[src/rtl/cpu_thread_sched.sv]
// rtl/cpu_thread_sched.sv - round-robin hardware thread scheduler with per-thread saved IPs
//
// Optional feature macro: CPU_IDLE_COUNTER_EN
//   defined   -> idle_cycles counts non-RUN cycles, saturating at 16'hFFFF
//   undefined -> idle_cycles is tied to zero
//
// The scheduler owns one saved instruction pointer per thread (ip_mem) and
// the live fetch pointer (ip_curr).  A thread runs until the execute stage
// asks for a switch; its resume IP is then written back to ip_mem and the
// next ready thread is chosen round-robin, the current thread checked last.

module cpu_thread_sched #(
  parameter int N_THREADS     = 4,
  parameter int N_THREADS_MSB = 1,
  parameter int IP_WIDTH      = 9
) (
  input  logic                     CLK,
  input  logic                     reset,
  input  logic [N_THREADS-1:0]     thread_ready,
  input  logic                     exec_switch,
  input  logic [IP_WIDTH-1:0]      exec_ip_next,
  input  logic                     exec_jump,
  input  logic [IP_WIDTH-1:0]      jump_ip,
  input  logic                     instr_advance,
  input  logic                     thread_almost_switched,
  input  logic                     thread_ip_wr,
  input  logic [N_THREADS_MSB:0]   thread_ip_wr_num,
  input  logic [IP_WIDTH-1:0]      thread_ip_wr_data,
  output logic                     thread_ip_wr_ready,
  output logic                     reload,
  output logic                     invalidate,
  output logic [IP_WIDTH-1:0]      ip_curr,
  output logic [N_THREADS_MSB:0]   thread_num,
  output logic [N_THREADS_MSB:0]   thread_num_exec,
  output logic                     thread_active,
  output logic [15:0]              idle_cycles
);

  localparam int TW = N_THREADS_MSB + 1;

  typedef enum logic [1:0] {
    S_SELECT = 2'd0,
    S_LOAD   = 2'd1,
    S_RUN    = 2'd2
  } state_t;

  state_t state;
  state_t state_next;

  // Saved IP per thread; a single write port shared by switch-save and
  // the external writer, read asynchronously during LOAD.
  logic [IP_WIDTH-1:0] ip_mem [N_THREADS];

  // After reset the first pick scans from thread 0 rather than thread_num+1.
  logic first_sel;

  // Round-robin pick
  logic          pick_valid;
  logic [TW-1:0] pick_idx;
  logic [TW-1:0] search_base;
  logic [TW-1:0] cand;

  // Qualified execute-stage requests
  logic act_switch;
  logic act_jump;
  logic act_adv;

  // Next values for the registered outputs
  logic                reload_d;
  logic                invalidate_d;
  logic [IP_WIDTH-1:0] ip_curr_d;
  logic [TW-1:0]       thread_num_d;
  logic                first_sel_d;

  // RAM write enables
  logic save_we;
  logic ext_we;

  // Search forward from the thread after the current one; iterating from the
  // far end down lets the nearest ready thread overwrite earlier candidates.
  always_comb begin
    pick_valid  = 1'b0;
    pick_idx    = '0;
    cand        = '0;
    search_base = first_sel ? '0 : thread_num + 1'b1;
    for (int i = N_THREADS - 1; i >= 0; i--) begin
      cand = search_base + TW'(i);
      if (thread_ready[cand]) begin
        pick_valid = 1'b1;
        pick_idx   = cand;
      end
    end
  end

  // Execute-stage requests only act in RUN and never during an invalidate
  // cycle; switch outranks jump, which outranks a plain advance.  A reload
  // cycle also suppresses advance because fetch has not consumed ip_curr yet.
  always_comb begin
    act_switch = (state == S_RUN) && exec_switch && !invalidate;
    act_jump   = (state == S_RUN) && exec_jump && !exec_switch && !invalidate;
    act_adv    = (state == S_RUN) && instr_advance && !exec_switch && !exec_jump
                 && !invalidate && !reload;
  end

  // The save port has priority over the external writer, so the writer is
  // stalled whenever a switch could claim the RAM this cycle.
  assign thread_ip_wr_ready = !((state == S_RUN) && exec_switch);
  assign save_we            = act_switch;
  assign ext_we             = thread_ip_wr && thread_ip_wr_ready;

  // FSM state register
  always_ff @(posedge CLK) begin
    if (reset) begin
      state <= S_SELECT;
    end else begin
      state <= state_next;
    end
  end

  // FSM next-state logic
  always_comb begin
    state_next = state;
    case (state)
      S_SELECT: if (pick_valid) state_next = S_LOAD;
      S_LOAD:   state_next = S_RUN;
      S_RUN:    if (act_switch) state_next = S_SELECT;
      default:  state_next = S_SELECT;
    endcase
  end

  // FSM output logic: next values of fetch IP, thread number and pulses.
  // A jump's invalidate cycle is the only invalidate seen while still in
  // RUN (a switch's invalidate lands in SELECT), so it alone chains a reload.
  always_comb begin
    ip_curr_d    = ip_curr;
    thread_num_d = thread_num;
    first_sel_d  = first_sel;
    invalidate_d = act_switch || act_jump;
    reload_d     = (state == S_LOAD) || (invalidate && (state == S_RUN));
    case (state)
      S_SELECT: begin
        if (pick_valid) begin
          thread_num_d = pick_idx;
          first_sel_d  = 1'b0;
        end
      end
      S_LOAD: begin
        ip_curr_d = ip_mem[thread_num];
      end
      S_RUN: begin
        if (act_jump) begin
          ip_curr_d = jump_ip;
        end else if (act_adv) begin
          ip_curr_d = ip_curr + 1'b1;
        end
      end
      default: ;
    endcase
  end

  // Registered outputs and scheduler bookkeeping
  always_ff @(posedge CLK) begin
    if (reset) begin
      reload        <= 1'b0;
      invalidate    <= 1'b0;
      ip_curr       <= '0;
      thread_num    <= '0;
      thread_active <= 1'b0;
      first_sel     <= 1'b1;
    end else begin
      reload        <= reload_d;
      invalidate    <= invalidate_d;
      ip_curr       <= ip_curr_d;
      thread_num    <= thread_num_d;
      thread_active <= (state_next == S_RUN);
      first_sel     <= first_sel_d;
    end
  end

  // Execute-stage thread number trails fetch by the tracker's switch timing
  always_ff @(posedge CLK) begin
    if (reset) begin
      thread_num_exec <= '0;
    end else if (thread_almost_switched) begin
      thread_num_exec <= thread_num;
    end
  end

  // Saved-IP RAM; deliberately untouched by reset so an aborted thread
  // keeps whatever was last stored for it.
  always_ff @(posedge CLK) begin
    if (save_we) begin
      ip_mem[thread_num] <= exec_ip_next;
    end else if (ext_we) begin
      ip_mem[thread_ip_wr_num] <= thread_ip_wr_data;
    end
  end

`ifdef CPU_IDLE_COUNTER_EN
  logic [15:0] idle_cnt;

  // Saturating count of cycles spent outside RUN
  always_ff @(posedge CLK) begin
    if (reset) begin
      idle_cnt <= 16'd0;
    end else if ((state != S_RUN) && (idle_cnt != 16'hFFFF)) begin
      idle_cnt <= idle_cnt + 16'd1;
    end
  end

  assign idle_cycles = idle_cnt;
`else
  assign idle_cycles = 16'd0;
`endif

endmodule

[config.mk]
export PLATFORM = sky130hd
export DESIGN_NAME = cpu_thread_sched
export DESIGN_NICKNAME = d
export VERILOG_FILES = /design/src/rtl/cpu_thread_sched.sv
export SDC_FILE = /design/constraint.sdc
export NUM_CORES = 1
export LEC_CHECK = 0
export CORE_UTILIZATION = 30
export CTS_BUF_LIST = sky130_fd_sc_hd__clkbuf_2
export CTS_CLUSTER_SIZE = 24
export DETAILED_ROUTE_END_ITERATION = 8
export SLEW_MARGIN = 40
export SYNTH_ARGS = -nofsm -noshare
export SYNTH_HDL_FRONTEND = slang
export SYNTH_SLANG_ARGS = --single-unit
[constraint.sdc]
create_clock -name CLK -period 5.3 [get_ports CLK]
set_input_delay 0.795 -clock CLK [delete_from_list [all_inputs] [get_ports CLK]]
set_output_delay 0.795 -clock CLK [all_outputs]
set_load 0.02 [all_outputs]
==> flow_summary.yaml, run 1 <==
outcome:
  outcome: "finished, violations left"
  violations: "design-rule violations"
synth:
  synth_area_um2: 2750
  post_synth.cell_area_avg_um2: 11.9
  syn-instance-count: 230
  muxShareOfSynthArea_pct: 12.6
  yosys.cell_types.count: 49
  ys_seq_elements: 57
  ys_seq_area_share_pct: 54.6
  synth_edf_count: 36
  synth_top_family_by_area: "simple AND/OR/NAND/NOR gates"
  ys_async_sr_fraction_pct: 0
  synth-simple-area-share_pct: 12.9
  synth-xor-area-share_pct: 0.638
  yosys_warnings: 0
  synth-compound-area-share_pct: 11.7
  synth_fa_ha_area_share_pct: 0.455
  synth_flop_cell: "edfxtp_1"
power:
  pwr-share-clk_pct: 26.0
  netSwitchingFraction_pct: 29.6
  p_leak_nw: 1.15
  p_int_mw: 0.722
  power_switching_mw: 0.304
  peakVddDrop_mv: 0.0965
  power_mw: 1.03
  p_per_area_nw_per_um2: 298
  p_comb_share_pct: 21.0
  seqPwrFrac_pct: 53.0
cells_and_area:
  nets: 327
  syn2layout_area_growth_pct: 25.1
  antenna_cells: 0
  layout-drive-gt1-share_pct: 15.1
floorplanning:
  ios: 73
  rows: 34
  die_area_um2: 9550
  die_w_um: 97.7
  die_y_um: 97.7
  initial_core_util_pct: 31.2
  core-area_um2: 8810
grt:
  grt_busiest_layer: "met2"
  gr-usage-all-layers_pct: 12.8
  grt_pass1_vias: 1894
  grt_use_met2_pct: 20.6
  grt_antenna_before_repair: 0
  grt_util_met1_pct: 16.3
  grt_pass1_wl_um: 9480
  met3_usage_pct: 3.09
  overflow: 0
  grt_max_degree: 20
critical_path:
  path_buf_inv: 1
  cp.required_ps: 4510
  worstPathCellList: "nor2b_2 > nand2_1 > clkdlybuf4s50_1"
  worst_setup_path_end_kind: "output port"
  cpMaxStageDelayCell: "clkdlybuf4s50_1"
  arrival_ps: 2260
  cp_slowest_stage_delay_ps: 620
  crit_fanout: 13
  cp-start-kind: "register"
  critPathTopFamily: "simple AND/OR/NAND/NOR gates"
  path_class: "register to output port"
clocking:
  clk_pin_slew_worst_paths_ps: 170
  ctsHoldBuffers: 0
  cts_tree: "built"
  cts_buffer_depth: 2
  cts_setup_buffers: 0
  htree_levels: 3
  cts_made_buffers: 9
  cts.sinks: 57
  cts_root_buffer: "clkbuf_2"
  insertion_delay_ps: 490
  cts_resized: 0
timing:
  relSlewSlack_pct: 48.1
  max_freq_mhz: 327
  maxSlewViolCount: 0
  setup_viol: 0
  fin_skew_ps: 20.8
  rsz0062_at_grt: "no"
  fin_crit_sh_pct: 57.6
  hold_viol: 0
  period_needed_ps: 3050
  worstMarginPinSlew_ps: 777
  setup_tns_ps: 0
placed_design:
  place.gp.congestion: 0.732
  place_hpwl_um: 4330
  port_buffers: 56
route:
  detail_route.wl_per_cell_um: 14.7
  detail-route-antenna-nets: 0
  vias: 1967
  routed_via_density: 4.93
  drt_iter0_drc: 94
  routed_wl_um: 5870
  drc: 18
  dr.pass1.iters: 6
min_path:
  holdCritPathClass: "register to register"
flow_run:
  cap_violations: 0
==> power by group through the flow <==
stage	combinational, mW	sequential (mW)	clock (mW)
floorplan	0.140	0.553	0
global placement	0.213	0.553	0
detailed placement	0.214	0.555	0
CTS	0.216	0.545	0.272
global route	0.234	0.550	0.290
finish	0.216	0.544	0.266
==> path summary, 6_finish.rpt <==
| kind | startpoint | endpoint | slack [ps] | cells past startpoint |
|---|---|---|---|---|
| setup / recovery | state[1]$_SDFF_PP0_ | thread_ip_wr_ready | 2250 | 3 |
| hold / removal | ip_curr[1]$_SDFFE_PP0P_ | ip_curr[1]$_SDFFE_PP0P_ | 520 | 2 |
| setup reg to reg | state[1]$_SDFF_PP0_ | ip_mem[1][4]$_DFFE_PP_ | 2500 | 5 |
| hold reg to reg | ip_curr[1]$_SDFFE_PP0P_ | ip_curr[1]$_SDFFE_PP0P_ | 520 | 2 |
==> metrics by stage <==
stage	hold slack [ps]	instances	setup WS (ps)	utilization (%)	cell area, um2
finish	516	399	2250	39.0	3440
global route	530	399	2110	39.0	3440
CTS	518	399	2250	38.9	3430
detailed placement	487	383	1860	37.7	3320
global placement	481	383	1930	37.7	3320
floorplan	518	245	3020	-	2800
==> cell usage in the layout, fill, tap and decap left out, types with 3 or more instances in the layout <==
master and instances:
dfxtp_1 21, edfxtp_1 36, nand2_1 16, nand2b_1 3
o21ai_0 5, clkbuf_2 9, mux4_2 9, o211ai_1 7
nor2_1 18, clkinv_1 3, clkdlybuf4s50_1 56, nor4_1 3
a211oi_1 3, conb_1 16, nor2b_1 3, mux2_2 10
nand3_1 5, nor3_1 6, mux2i_1 3, a21o_1 3
nor2_2 3, a21oi_1 13
==> flip-flops by register name, indices dropped and copies added (netlist names), named ones only <==
register / flops
reload: 1
thread_num: 2
state: 2
first_sel: 1
thread_active: 1
ip_curr: 9
thread_num_exec: 2
ip_mem: 36
invalidate: 1
==> Yosys cell counts, types with 2 or more instances <==
library cell  instances  area share (%)
edfxtp_1             36              39
dfxtp_1              21              15
nor2_1               21             2.9
buf_4                18             4.9
nand2_1              16             2.2
a21oi_1              13             2.4
mux2_2               10             4.1
mux4_2                9             7.4
o211ai_1              7             1.9
nor3_1                6             1.1
buf_2                 5            0.91
nand3_1               5            0.91
o21ai_0               5            0.91
a211oi_1              3            0.82
a21o_1                3            0.82
mux2i_1               3             1.1
nand2b_1              3            0.68
nor2b_1               3            0.68
nor4_1                3            0.68
a211oi_2              2            0.91
a31oi_1               2            0.46
and2_1                2            0.46
inv_1                 2            0.27
nor3b_1               2            0.55
o21ai_1               2            0.36
o22ai_1               2            0.46
or2_2                 2            0.46
or4_1                 2            0.55
xnor2_1               2            0.64
==> kinds of logic after synthesis <==
kind of cell,after synthesis
buffers and inverters,29
XOR/XNOR,2
multiplexers,22
AND/OR/NAND/NOR,71
other,1
adder cells (fa/ha/maj),1
AO/OA/AOI/OAI,47
flip-flops,57
==> layer usage <==
layer | wire length (um) | vias up
met5 | 0 | -
met1 | 2670 | 928
li1 | - | 945
met4 | 86 | 0
met3 | 307 | 11
met2 | 2810 | 83
==> worst reg2reg max path, stage by stage, from the launching register on <==
cell and delay [ps]:
dfxtp_1 390, nor2b_2 470, nand2_1 300, nand2_1 440, mux2_2 420, nor2_2 420
==> final cells by class <==
type	instances	area, um2
clock inverters	7	61.3
clock buffers	9	45.0
multi-input cells	159	1120
well taps	108	135
repair buffers	57	568
flip-flops and latches	57	1500
inverters	2	7.51
fillers	846	5370
Power figures use the tool's default switching activity.
==> run 2: changes to the inputs <==
- clock period: 5.3 -> 2.65 ns (I/O delays scaled with it)
==> run 2 against run 1 <==
The flow still finishes with violations (design-rule violations). Cell area rose by 1.8%. Wire length rose by 0.78%. Utilization rose by 0.70 points. First-iteration DRC count rose by 36%. Setup slack got worse by 1800 ps. Critical endpoint unchanged. Largest power group unchanged.
==> flow_summary.yaml, run 2 (synthesis results as in run 1) <==
route:
  dr.pass1.iters: 8
  detail-route-antenna-nets: 0
  drc: 18
  detail_route.wl_per_cell_um: 14.6
  drt_iter0_drc: 128
  vias: 2000
  routed_via_density: 4.93
  routed_wl_um: 5920
power:
  p_leak_nw: 1.19
  p_per_area_nw_per_um2: 598
  peakVddDrop_mv: 0.285
critical_path:
  r2r-start: "state[1]$_SDFF_PP0_"
  cp_slowest_stage_delay_ps: 650
  cp-start-kind: "register"
  rr_worst_depth: 7
  path_class: "register to output port"
  cp.required_ps: 2250
  worstPathCellList: "nor2b_2 > nand2_1 > clkdlybuf4s50_1"
  crit_fanout: 6
  reg2reg_to: "ip_mem[1][7]$_DFFE_PP_"
  crit_path_end: "thread_ip_wr_ready"
  startpoint: "state[1]$_SDFF_PP0_"
  cp.depth: 3
  arrival_ps: 1800
  r2r_slack_ps: 610
  cpMaxStageDelayCell: "clkdlybuf4s50_1"
  path_buf_inv: 1
  worst_setup_path_end_kind: "output port"
  critPathTopFamily: "buffers and inverters"
cells_and_area:
  fin_area_um2: 3500
  top_regs: "ip_mem (36), ip_curr (9)"
  final_common_cell: "clkdlybuf4s50_1"
  largest_reg_flops: 36
  fin_util_pct: 39.7
  final_cell_mix: "clkdlybuf4s50_1, edfxtp_1, dfxtp_1, nor2_1"
  top_register: "ip_mem"
  syn2layout_area_growth_pct: 27.3
  antenna_cells: 0
  layout-drive-gt1-share_pct: 17.8
  fill_cells: 841
  nets: 334
grt:
  grt_util_met1_pct: 15.4
  grt_antenna_before_repair: 0
  grt_pass1_wl_um: 9420
  grt_use_met2_pct: 21.7
  met3_usage_pct: 4.17
  grt_max_degree: 13
  gr-usage-all-layers_pct: 12.7
  grt_pass1_vias: 1909
  grt_busiest_layer: "met2"
  overflow: 0
floorplanning:
  die_y_um: 97.7
  die_area_um2: 9550
  initial_core_util_pct: 31.2
  die_w_um: 97.7
  core-area_um2: 8810
  ios: 73
  rows: 34
clocking:
  htree_levels: 3
  cts_root_buffer: "clkbuf_2"
  cts_setup_buffers: 0
  clk_pin_slew_worst_paths_ps: 160
  cts.sinks: 57
  cts_made_buffers: 9
  cts_resized: 0
  insertion_delay_ps: 460
  ctsHoldBuffers: 0
  cts_tree: "built"
  cts_buffer_depth: 2
placed_design:
  place.gp.congestion: 0.738
  post_dp_cell_area_um2: 3380
  port_buffers: 56
  place_hpwl_um: 4300
timing:
  setup_tns_ps: 0
  worstMarginPinSlew_ps: 570
  max_freq_mhz: 456
  period_needed_ps: 2190
  fin_skew_ps: 28.4
  maxSlewViolCount: 0
  fin_crit_sh_pct: 82.7
  hold_viol: 0
  rsz0062_at_grt: "no"
  setup_viol: 0
  relSlewSlack_pct: 61.9
outcome:
  violations: "design-rule violations"
  outcome: "finished, violations left"
flow_run:
  cap_violations: 0
min_path:
  holdPathStages: 2
  holdCritPathClass: "register to register"
==> run 2: cell count changes in the layout (fill, tap and decap cells not counted) <==
cell and change:
nor2_2 -1, clkbuf_2 +1, nor2_1 +1, clkinv_1 -3, clkinv_4 +1, buf_4 +7, inv_6 +1
==> run 2: tightest hold or removal path, stage by stage (launching register included) <==
cell,delay (ps)
dfxtp_1,360
mux2i_1,70
nor2_1,70
==> run 2: how the worst min path moves through the flow <==
stage                                    startpoint                              end  slack (ps)
floorplan                    first_sel$_SDFFE_PP1P_           first_sel$_SDFFE_PP1P_         520
global placement    thread_num_exec[1]$_SDFFE_PP0P_  thread_num_exec[1]$_SDFFE_PP0P_         480
detailed placement  thread_num_exec[0]$_SDFFE_PP0P_  thread_num_exec[0]$_SDFFE_PP0P_         490
CTS                 thread_num_exec[0]$_SDFFE_PP0P_  thread_num_exec[0]$_SDFFE_PP0P_         530
global route                ip_curr[1]$_SDFFE_PP0P_          ip_curr[1]$_SDFFE_PP0P_         560
finish              thread_num_exec[0]$_SDFFE_PP0P_  thread_num_exec[0]$_SDFFE_PP0P_         520
==> run 2: final cells by class <==
| class | count | area (um2) | area share [%] |
|---|---|---|---|
| clock buffer | 10 | 50.0 | 1.43 |
| clock inverter | 6 | 67.6 | 1.93 |
| inverter | 2 | 7.51 | 0.215 |
| multi-input combinational | 159 | 1120 | 31.9 |
| sequential | 57 | 1500 | 42.9 |
| tap | 108 | 135 | 3.86 |
| timing repair buffer | 64 | 621 | 17.7 |
==> run 2: per-stage QoR <==
step	cells	hold slack [ps]	setup WS, ps	power, mW
4_1_cts	406	526	388	2.12
3_5_place_dp	390	488	209	1.56
3_3_place_gp	390	483	301	1.55
6_report	406	518	457	2.09
5_1_grt	406	562	319	2.20
2_1_floorplan	245	518	620	1.38
==> run 2: where the power goes <==
part           leakage, nW  internal [mW]  switching (mW)  total [mW]
Combinational        0.621          0.229           0.224       0.453
Sequential           0.504           1.02          0.0635        1.08
Clock               0.0685          0.225           0.333       0.558
==> run 2: layer usage <==
| metal | up-vias | part of all wire (%) | routed length [um] |
|---|---|---|---|
| li1 | 966 | - | - |
| met3 | 2 | 4.6 | 274 |
| met2 | 74 | 50 | 2980 |
| met4 | 0 | 0.37 | 22 |
| met1 | 958 | 45 | 2640 |
| met5 | - | 0 | 0 |
